`config.mk`:
```
export PLATFORM = sky130hd
export DESIGN_NAME = barrel_shifter_pipe
export DESIGN_NICKNAME = d
export VERILOG_FILES = /design/src/rtl/barrel_pkg.sv /design/src/rtl/barrel_stage.sv /design/src/rtl/barrel_shifter_pipe.sv
export SDC_FILE = /design/constraint.sdc
export NUM_CORES = 1
export LEC_CHECK = 0
export ABC_AREA = 1
export CAP_MARGIN = 5
export CORE_AREA = 5 5 160 162
export CTS_CLUSTER_SIZE = 8
export DETAILED_ROUTE_END_ITERATION = 12
export DIE_AREA = 0 0 165 167
export HOLD_SLACK_MARGIN = 0.03
export PLACE_DENSITY_LB_ADDON = 0.1
export SLEW_MARGIN = 20
export SYNTH_ARGS = -nofsm -noshare
export SYNTH_HDL_FRONTEND = slang
export SYNTH_HIERARCHICAL = 1
export SYNTH_SLANG_ARGS = --single-unit
```
`constraint.sdc`:
```
create_clock -name clk -period 3.4 [get_ports clk]
set_input_delay 0.51 -clock clk [delete_from_list [all_inputs] [get_ports clk]]
set_output_delay 0.51 -clock clk [all_outputs]
set_load 0.03 [all_outputs]
```
`src/rtl/barrel_pkg.sv`:
```
// Shared types and helpers for the pipelined barrel shifter.
// Carry output is added when BARREL_SHIFTER_PIPE_CARRY_EN is defined.
package barrel_pkg;

    typedef enum logic [1:0] {
        BS_LSL_LSR = 2'b00,
        BS_ROT     = 2'b01,
        BS_ASH     = 2'b10,
        BS_RSVD    = 2'b11
    } bs_op_e;

    localparam logic BS_DIR_RIGHT = 1'b0;
    localparam logic BS_DIR_LEFT  = 1'b1;

    // Widest word bit_rev can handle; callers zero-extend and realign.
    localparam int BS_MAX_W = 1024;

    function automatic logic [BS_MAX_W-1:0] bit_rev(input logic [BS_MAX_W-1:0] d);
        logic [BS_MAX_W-1:0] r;
        for (int i = 0; i < BS_MAX_W; i++) begin
            r[i] = d[BS_MAX_W-1-i];
        end
        return r;
    endfunction

endpackage

```
`src/rtl/barrel_stage.sv`:
```
// One combinational step of the shifter: right shift / rotate / sign-fill by SHIFT.
// Carry ports exist only when BARREL_SHIFTER_PIPE_CARRY_EN is defined.
module barrel_stage #(
    parameter int WIDTH = 32,
    parameter int SHIFT = 1
) (
    input  logic             en,
    input  logic             rot,
    input  logic             sgn,
    input  logic [WIDTH-1:0] data_in,
`ifdef BARREL_SHIFTER_PIPE_CARRY_EN
    input  logic             carry_in,
    output logic             carry_out,
`endif
    output logic [WIDTH-1:0] data_out
);

    logic [WIDTH-1:0] shifted;
    logic [WIDTH-1:0] wrapped;
    logic [WIDTH-1:0] sign_fill;

    assign shifted   = data_in >> SHIFT;
    assign wrapped   = data_in << (WIDTH - SHIFT);
    assign sign_fill = {WIDTH{data_in[WIDTH-1]}} << (WIDTH - SHIFT);

    always_comb begin
        data_out = data_in;
        if (en) begin
            if (rot) begin
                data_out = shifted | wrapped;
            end else if (sgn) begin
                data_out = shifted | sign_fill;
            end else begin
                data_out = shifted;
            end
        end
    end

`ifdef BARREL_SHIFTER_PIPE_CARRY_EN
    // The last enabled stage sees the bit that ends up being the final one shifted out.
    assign carry_out = en ? data_in[SHIFT-1] : carry_in;
`endif

endmodule

```
`src/rtl/barrel_shifter_pipe.sv`:
```
// Pipelined barrel shifter, one register stage per shift-amount bit, global stall.
// Optional out_carry port enabled by BARREL_SHIFTER_PIPE_CARRY_EN.
module barrel_shifter_pipe
    import barrel_pkg::*;
#(
    parameter int WIDTH = 32,
    parameter int TAG_W = 4
) (
    input  logic                     clk,
    input  logic                     rst,
    input  logic                     in_valid,
    output logic                     in_ready,
    input  logic [1:0]               in_op,
    input  logic                     in_dir,
    input  logic [$clog2(WIDTH)-1:0] in_amt,
    input  logic [WIDTH-1:0]         in_data,
    input  logic [TAG_W-1:0]         in_tag,
    output logic                     out_valid,
    input  logic                     out_ready,
    output logic [WIDTH-1:0]         out_data,
`ifdef BARREL_SHIFTER_PIPE_CARRY_EN
    output logic                     out_carry,
`endif
    output logic [TAG_W-1:0]         out_tag
);

    localparam int SHW = $clog2(WIDTH);

    logic             advance;
    bs_op_e           entry_op;
    logic             entry_rot;
    logic             entry_sgn;
    logic [WIDTH-1:0] entry_data;

    assign advance  = !out_valid || out_ready;
    assign in_ready = advance && !rst;

    // Arithmetic left degenerates to logical left, so sign fill only applies going right.
    assign entry_op   = bs_op_e'(in_op);
    assign entry_rot  = (entry_op == BS_ROT);
    assign entry_sgn  = (entry_op == BS_ASH) && (in_dir == BS_DIR_RIGHT);
    assign entry_data = (in_dir == BS_DIR_LEFT)
                      ? WIDTH'(bit_rev(BS_MAX_W'(in_data)) >> (BS_MAX_W - WIDTH))
                      : in_data;

    for (genvar gi = 0; gi < SHW; gi++) begin : g_stage
        logic             prev_valid;
        logic             prev_rot;
        logic             prev_sgn;
        logic             prev_dir;
        logic             prev_en;
        logic [WIDTH-1:0] prev_data;
        logic [TAG_W-1:0] prev_tag;
        logic [WIDTH-1:0] data_next;

        logic             valid_reg;
        logic             dir_reg;
        logic [WIDTH-1:0] data_reg;
        logic [TAG_W-1:0] tag_reg;
`ifdef BARREL_SHIFTER_PIPE_CARRY_EN
        logic             prev_carry;
        logic             carry_next;
        logic             carry_reg;
`endif

        if (gi == 0) begin : g_head
            assign prev_valid = in_valid;
            assign prev_rot   = entry_rot;
            assign prev_sgn   = entry_sgn;
            assign prev_dir   = in_dir;
            assign prev_en    = in_amt[0];
            assign prev_data  = entry_data;
            assign prev_tag   = in_tag;
`ifdef BARREL_SHIFTER_PIPE_CARRY_EN
            assign prev_carry = 1'b0;
`endif
        end else begin : g_body
            assign prev_valid = g_stage[gi-1].valid_reg;
            assign prev_rot   = g_stage[gi-1].g_fwd.rot_reg;
            assign prev_sgn   = g_stage[gi-1].g_fwd.sgn_reg;
            assign prev_dir   = g_stage[gi-1].dir_reg;
            assign prev_en    = g_stage[gi-1].g_fwd.amt_reg[gi];
            assign prev_data  = g_stage[gi-1].data_reg;
            assign prev_tag   = g_stage[gi-1].tag_reg;
`ifdef BARREL_SHIFTER_PIPE_CARRY_EN
            assign prev_carry = g_stage[gi-1].carry_reg;
`endif
        end

        barrel_stage #(
            .WIDTH (WIDTH),
            .SHIFT (1 << gi)
        ) u_stage (
            .en        (prev_en),
            .rot       (prev_rot),
            .sgn       (prev_sgn),
            .data_in   (prev_data),
`ifdef BARREL_SHIFTER_PIPE_CARRY_EN
            .carry_in  (prev_carry),
            .carry_out (carry_next),
`endif
            .data_out  (data_next)
        );

        // Payload only loads with a real beat so the output holds its last result through bubbles.
        always_ff @(posedge clk) begin
            if (rst) begin
                valid_reg <= 1'b0;
                dir_reg   <= BS_DIR_RIGHT;
                data_reg  <= '0;
                tag_reg   <= '0;
            end else if (advance) begin
                valid_reg <= prev_valid;
                if (prev_valid) begin
                    dir_reg  <= prev_dir;
                    data_reg <= data_next;
                    tag_reg  <= prev_tag;
                end
            end
        end

`ifdef BARREL_SHIFTER_PIPE_CARRY_EN
        always_ff @(posedge clk) begin
            if (rst) begin
                carry_reg <= 1'b0;
            end else if (advance && prev_valid) begin
                carry_reg <= carry_next;
            end
        end
`endif

        // Control needed only by later stages; the final stage has no successor.
        if (gi < SHW - 1) begin : g_fwd
            logic [SHW-1:0] amt_src;
            logic [SHW-1:0] amt_reg;
            logic           rot_reg;
            logic           sgn_reg;

            if (gi == 0) begin : g_src_head
                assign amt_src = in_amt;
            end else begin : g_src_body
                assign amt_src = g_stage[gi-1].g_fwd.amt_reg;
            end

            always_ff @(posedge clk) begin
                if (rst) begin
                    amt_reg <= '0;
                    rot_reg <= 1'b0;
                    sgn_reg <= 1'b0;
                end else if (advance && prev_valid) begin
                    amt_reg <= amt_src;
                    rot_reg <= prev_rot;
                    sgn_reg <= prev_sgn;
                end
            end
        end
    end

    assign out_valid = g_stage[SHW-1].valid_reg;
    assign out_tag   = g_stage[SHW-1].tag_reg;
    assign out_data  = (g_stage[SHW-1].dir_reg == BS_DIR_LEFT)
                     ? WIDTH'(bit_rev(BS_MAX_W'(g_stage[SHW-1].data_reg)) >> (BS_MAX_W - WIDTH))
                     : g_stage[SHW-1].data_reg;
`ifdef BARREL_SHIFTER_PIPE_CARRY_EN
    assign out_carry = g_stage[SHW-1].carry_reg;
`endif

endmodule
```
==> Flow_metrics.wiki <==
{| class="wikitable"
! Metric !! Value
|-
| WP data arrival || approximately 2400 ps
|-
| Distinct cell type count of the synthesized netlist || 24
|-
| Synthesis-stage register bit count || 208
|-
| Worst-Margin Slew || about 1300 ps
|-
| Number of global-route vias before repair || approximately 10000
|-
| Number of filler instances in the final layout || 2520
|-
| Hold violation count in the final report || 0
|-
| Number of input and output port buffers inserted || 85
|-
| Share of the cycle needed by the critical path after routing || 0.843
|-
| Level count of the clock H-tree || 1
|-
| Largest net degree at the start of global routing || 260
|-
| Die height || approximately 170 um
|-
| Setup CP Type || register to output pin
|-
| Net count of the mapped netlist || slightly below 2000
|-
| Worst relative slew slack || 0.166
|-
| DRC violation count after routing || 0
|-
| Post-layout nets || about 1900
|-
| PostCTS Resize Cnt || 0
|-
| Setup repair after global routing missed its margin || false
|-
| CTS sink cnt || about 210
|-
| Multi-input logic area || roughly 0.0067 mm2
|-
| PwrDens || 458 mW/mm2
|-
| Sum of routed wire length over all layers || 30900 um
|-
| IO Pins || between 80 and 90
|-
| Share of cells above drive strength 1 || 0.0481
|-
| Portion of the post-synthesis area used by sequential elements || 0.342
|-
| Max_cap viols || 0
|-
| Overall power of the completed layout || a little over 0.006 W
|-
| Largest vdd supply drop || ~330 uV
|-
| Clock latency on the worst-skew pair || ~540 ps
|-
| Area share of the largest cell type after synthesis || 0.342
|-
| Status || finished, final reports clean
|-
| Global routing usage summed across all routing layers || 0.216
|-
| Maximum count of clock buffers along a single path || 3
|-
| Final routed wire length divided by cell count || between 10 and 15 um
|-
| Cell Area, Placed || between 0.01 and 0.015 mm2
|-
| Clock tree skew after final layout || 15.1 ps
|-
| Vias after detailed routing || ~11000
|-
| Site Rows || 57
|-
| Final ANT Viol Nets || 0
|-
| Width of the die || about 170 um
|-
| Critical path required time || slightly below 3000 ps
|-
| Synth warn || 6
|-
| Most common cell after layout, fill and taps aside || sky130_fd_sc_hd__nand2_1
|-
| Sequential cell area in the final layout || between 0.004 and 0.005 mm2
|-
| Iteration-0 DRC count of the detailed router || slightly above 800
|-
| Peak Freq || roughly 350 MHz
|-
| Area delta synth->final || 9.99%
|-
| Final-report max-slew violation count || 0
|-
| CTS Buf Count || 30
|-
| Clock root cell || sky130_fd_sc_hd__clkbuf_16
|-
| Final estimated routing congestion in global placement || ~0.84
|-
| Synthesized area per cell || between 6 and 7 um2
|-
| Commonest cells after routing, fill and taps aside || sky130_fd_sc_hd__nand2_1 (569), sky130_fd_sc_hd__nor2_1 (320), sky130_fd_sc_hd__a21oi_1 (233)
|-
| Top area cells in the synthesized netlist || sky130_fd_sc_hd__dfxtp_1 (34%), sky130_fd_sc_hd__nand2_1 (18%), sky130_fd_sc_hd__nand3b_1 (12%), sky130_fd_sc_hd__nor2_1 (9.9%), sky130_fd_sc_hd__a21oi_1 (9.6%)
|-
| Instance count of the mapped netlist || 1890
|-
| Post-CTS setup buffer count || 0
|-
| Wire length of the first global-routing pass || ~50000 um
|-
| Core Region || between 0.02 and 0.025 mm2
|-
| Hold WC Path Type || register to register
|-
| Overall die area || ~0.028 mm2
|-
| CP max FO || 36
|-
| Cell area after layout || around 0.013 mm2
|-
| Global route overflow || 0
|-
| Diode insertion count for antenna repair || 0
|-
| Synth Cell Area || 0.0122 mm2
|-
| Final number of setup-violating endpoints || 0
|-
| Iteration count of the initial detailed-routing pass || 5
|-
| Initial Utilization || 0.509
|-
| Number of flip-flops in the largest register || 160
|-
| Core utilization of the finished layout || 0.560
|-
| Endpoint class of the critical path || output pin
|-
| Most area-hungry cell type in the Yosys netlist || sky130_fd_sc_hd__dfxtp_1
|-
| Final-layout setup total negative slack || 0 ps
|-
| Clock input transition at the sequential cells of the worst setup and hold paths || 50 ps
|-
| Crit path time final || about 2900 ps
|-
| Placed wire-length estimate || ~21000 um
|-
| Worst Setup Start Kind || register
|-
| Setup slack of the most critical reg-to-reg path || 1430 ps
|-
| Leakage || 5.62 nW
|-
| Number of antenna violations at the first check in global routing || 0
|-
| Drt via density || between 5 and 6
|-
| # hold bufs at CTS || 0
|-
| TritonCTS clock tree || done
|}
==> path summary, 6_finish.rpt <==
kind,endpoint,from,depth (start not counted)
worst max-delay path,out_data[10],g_stage[4].dir_reg,4
worst min-delay path,g_stage[1].tag_reg[3],g_stage[1].tag_reg[3],2
worst max register to register,g_stage[3].data_reg[5],g_stage[2].g_fwd.amt_reg[3],6
worst min register to register,g_stage[1].tag_reg[3],g_stage[1].tag_reg[3],2
==> stage by stage <==
step           hold WS, ps  worst slack, ps  cells
5_1_grt                497              363   2195
2_1_floorplan          443             1540   1890
4_1_cts                472              518   2195
6_report               469              533   2195
3_3_place_gp           453              926   2161
3_5_place_dp           461              914   2161
==> kinds of logic (layout without fill, tap and decap cells) <==
kind of cell,after synthesis,after routing,share of synthesized area
compound gates,330,330,0.138
buf+inv,242,223,0.113
flops,208,208,0.342
simple gates,1110,1110,0.408
==> critical path, stage by stage (launching register included) <==
cell	delay (ps)
sky130_fd_sc_hd__dfxtp_2	650
sky130_fd_sc_hd__buf_4	300
sky130_fd_sc_hd__nor2_1	60
sky130_fd_sc_hd__a21oi_1	120
sky130_fd_sc_hd__clkdlybuf4s50_1	680
==> cell type report <==
class / instances / share of cell area
Multi-Input combinational cell: 1440 / 0.497
Sequential cell: 208 / 0.311
Timing Repair Buffer: 110 / 0.0795
Clock buffer: 33 / 0.0592
Tap cell: 324 / 0.0302
Inverter: 79 / 0.0227
Clock inverter: 1 / 0.000560
==> where the power goes <==
part           total, W  internal, W  switching [W]  leakage (nW)
logic          0.000823     0.000366       0.000456          3.52
registers       0.00271      0.00257       0.000138          1.71
clock network   0.00261      0.00160        0.00101         0.391
total           0.00614      0.00454        0.00160          5.62
==> cell usage after synthesis, drive strengths merged <==
master	number
dfxtp	208
nand3b	198
a21oi	236
nor2	323
nand3	12
inv	79
buf	138
nand2	577
o21ai	94
clkbuf	25
==> layer usage <==
layer / track usage / vias to the layer above / wire, um
li1: - / 5974 / -
met1: 0.272 / 5163 / 13700
met2: 0.391 / 143 / 15700
met3: 0.0252 / 47 / 823
met4: 0.0499 / 0 / 642
met5: 0 / - / 0
(Power assumes the default switching activity.)
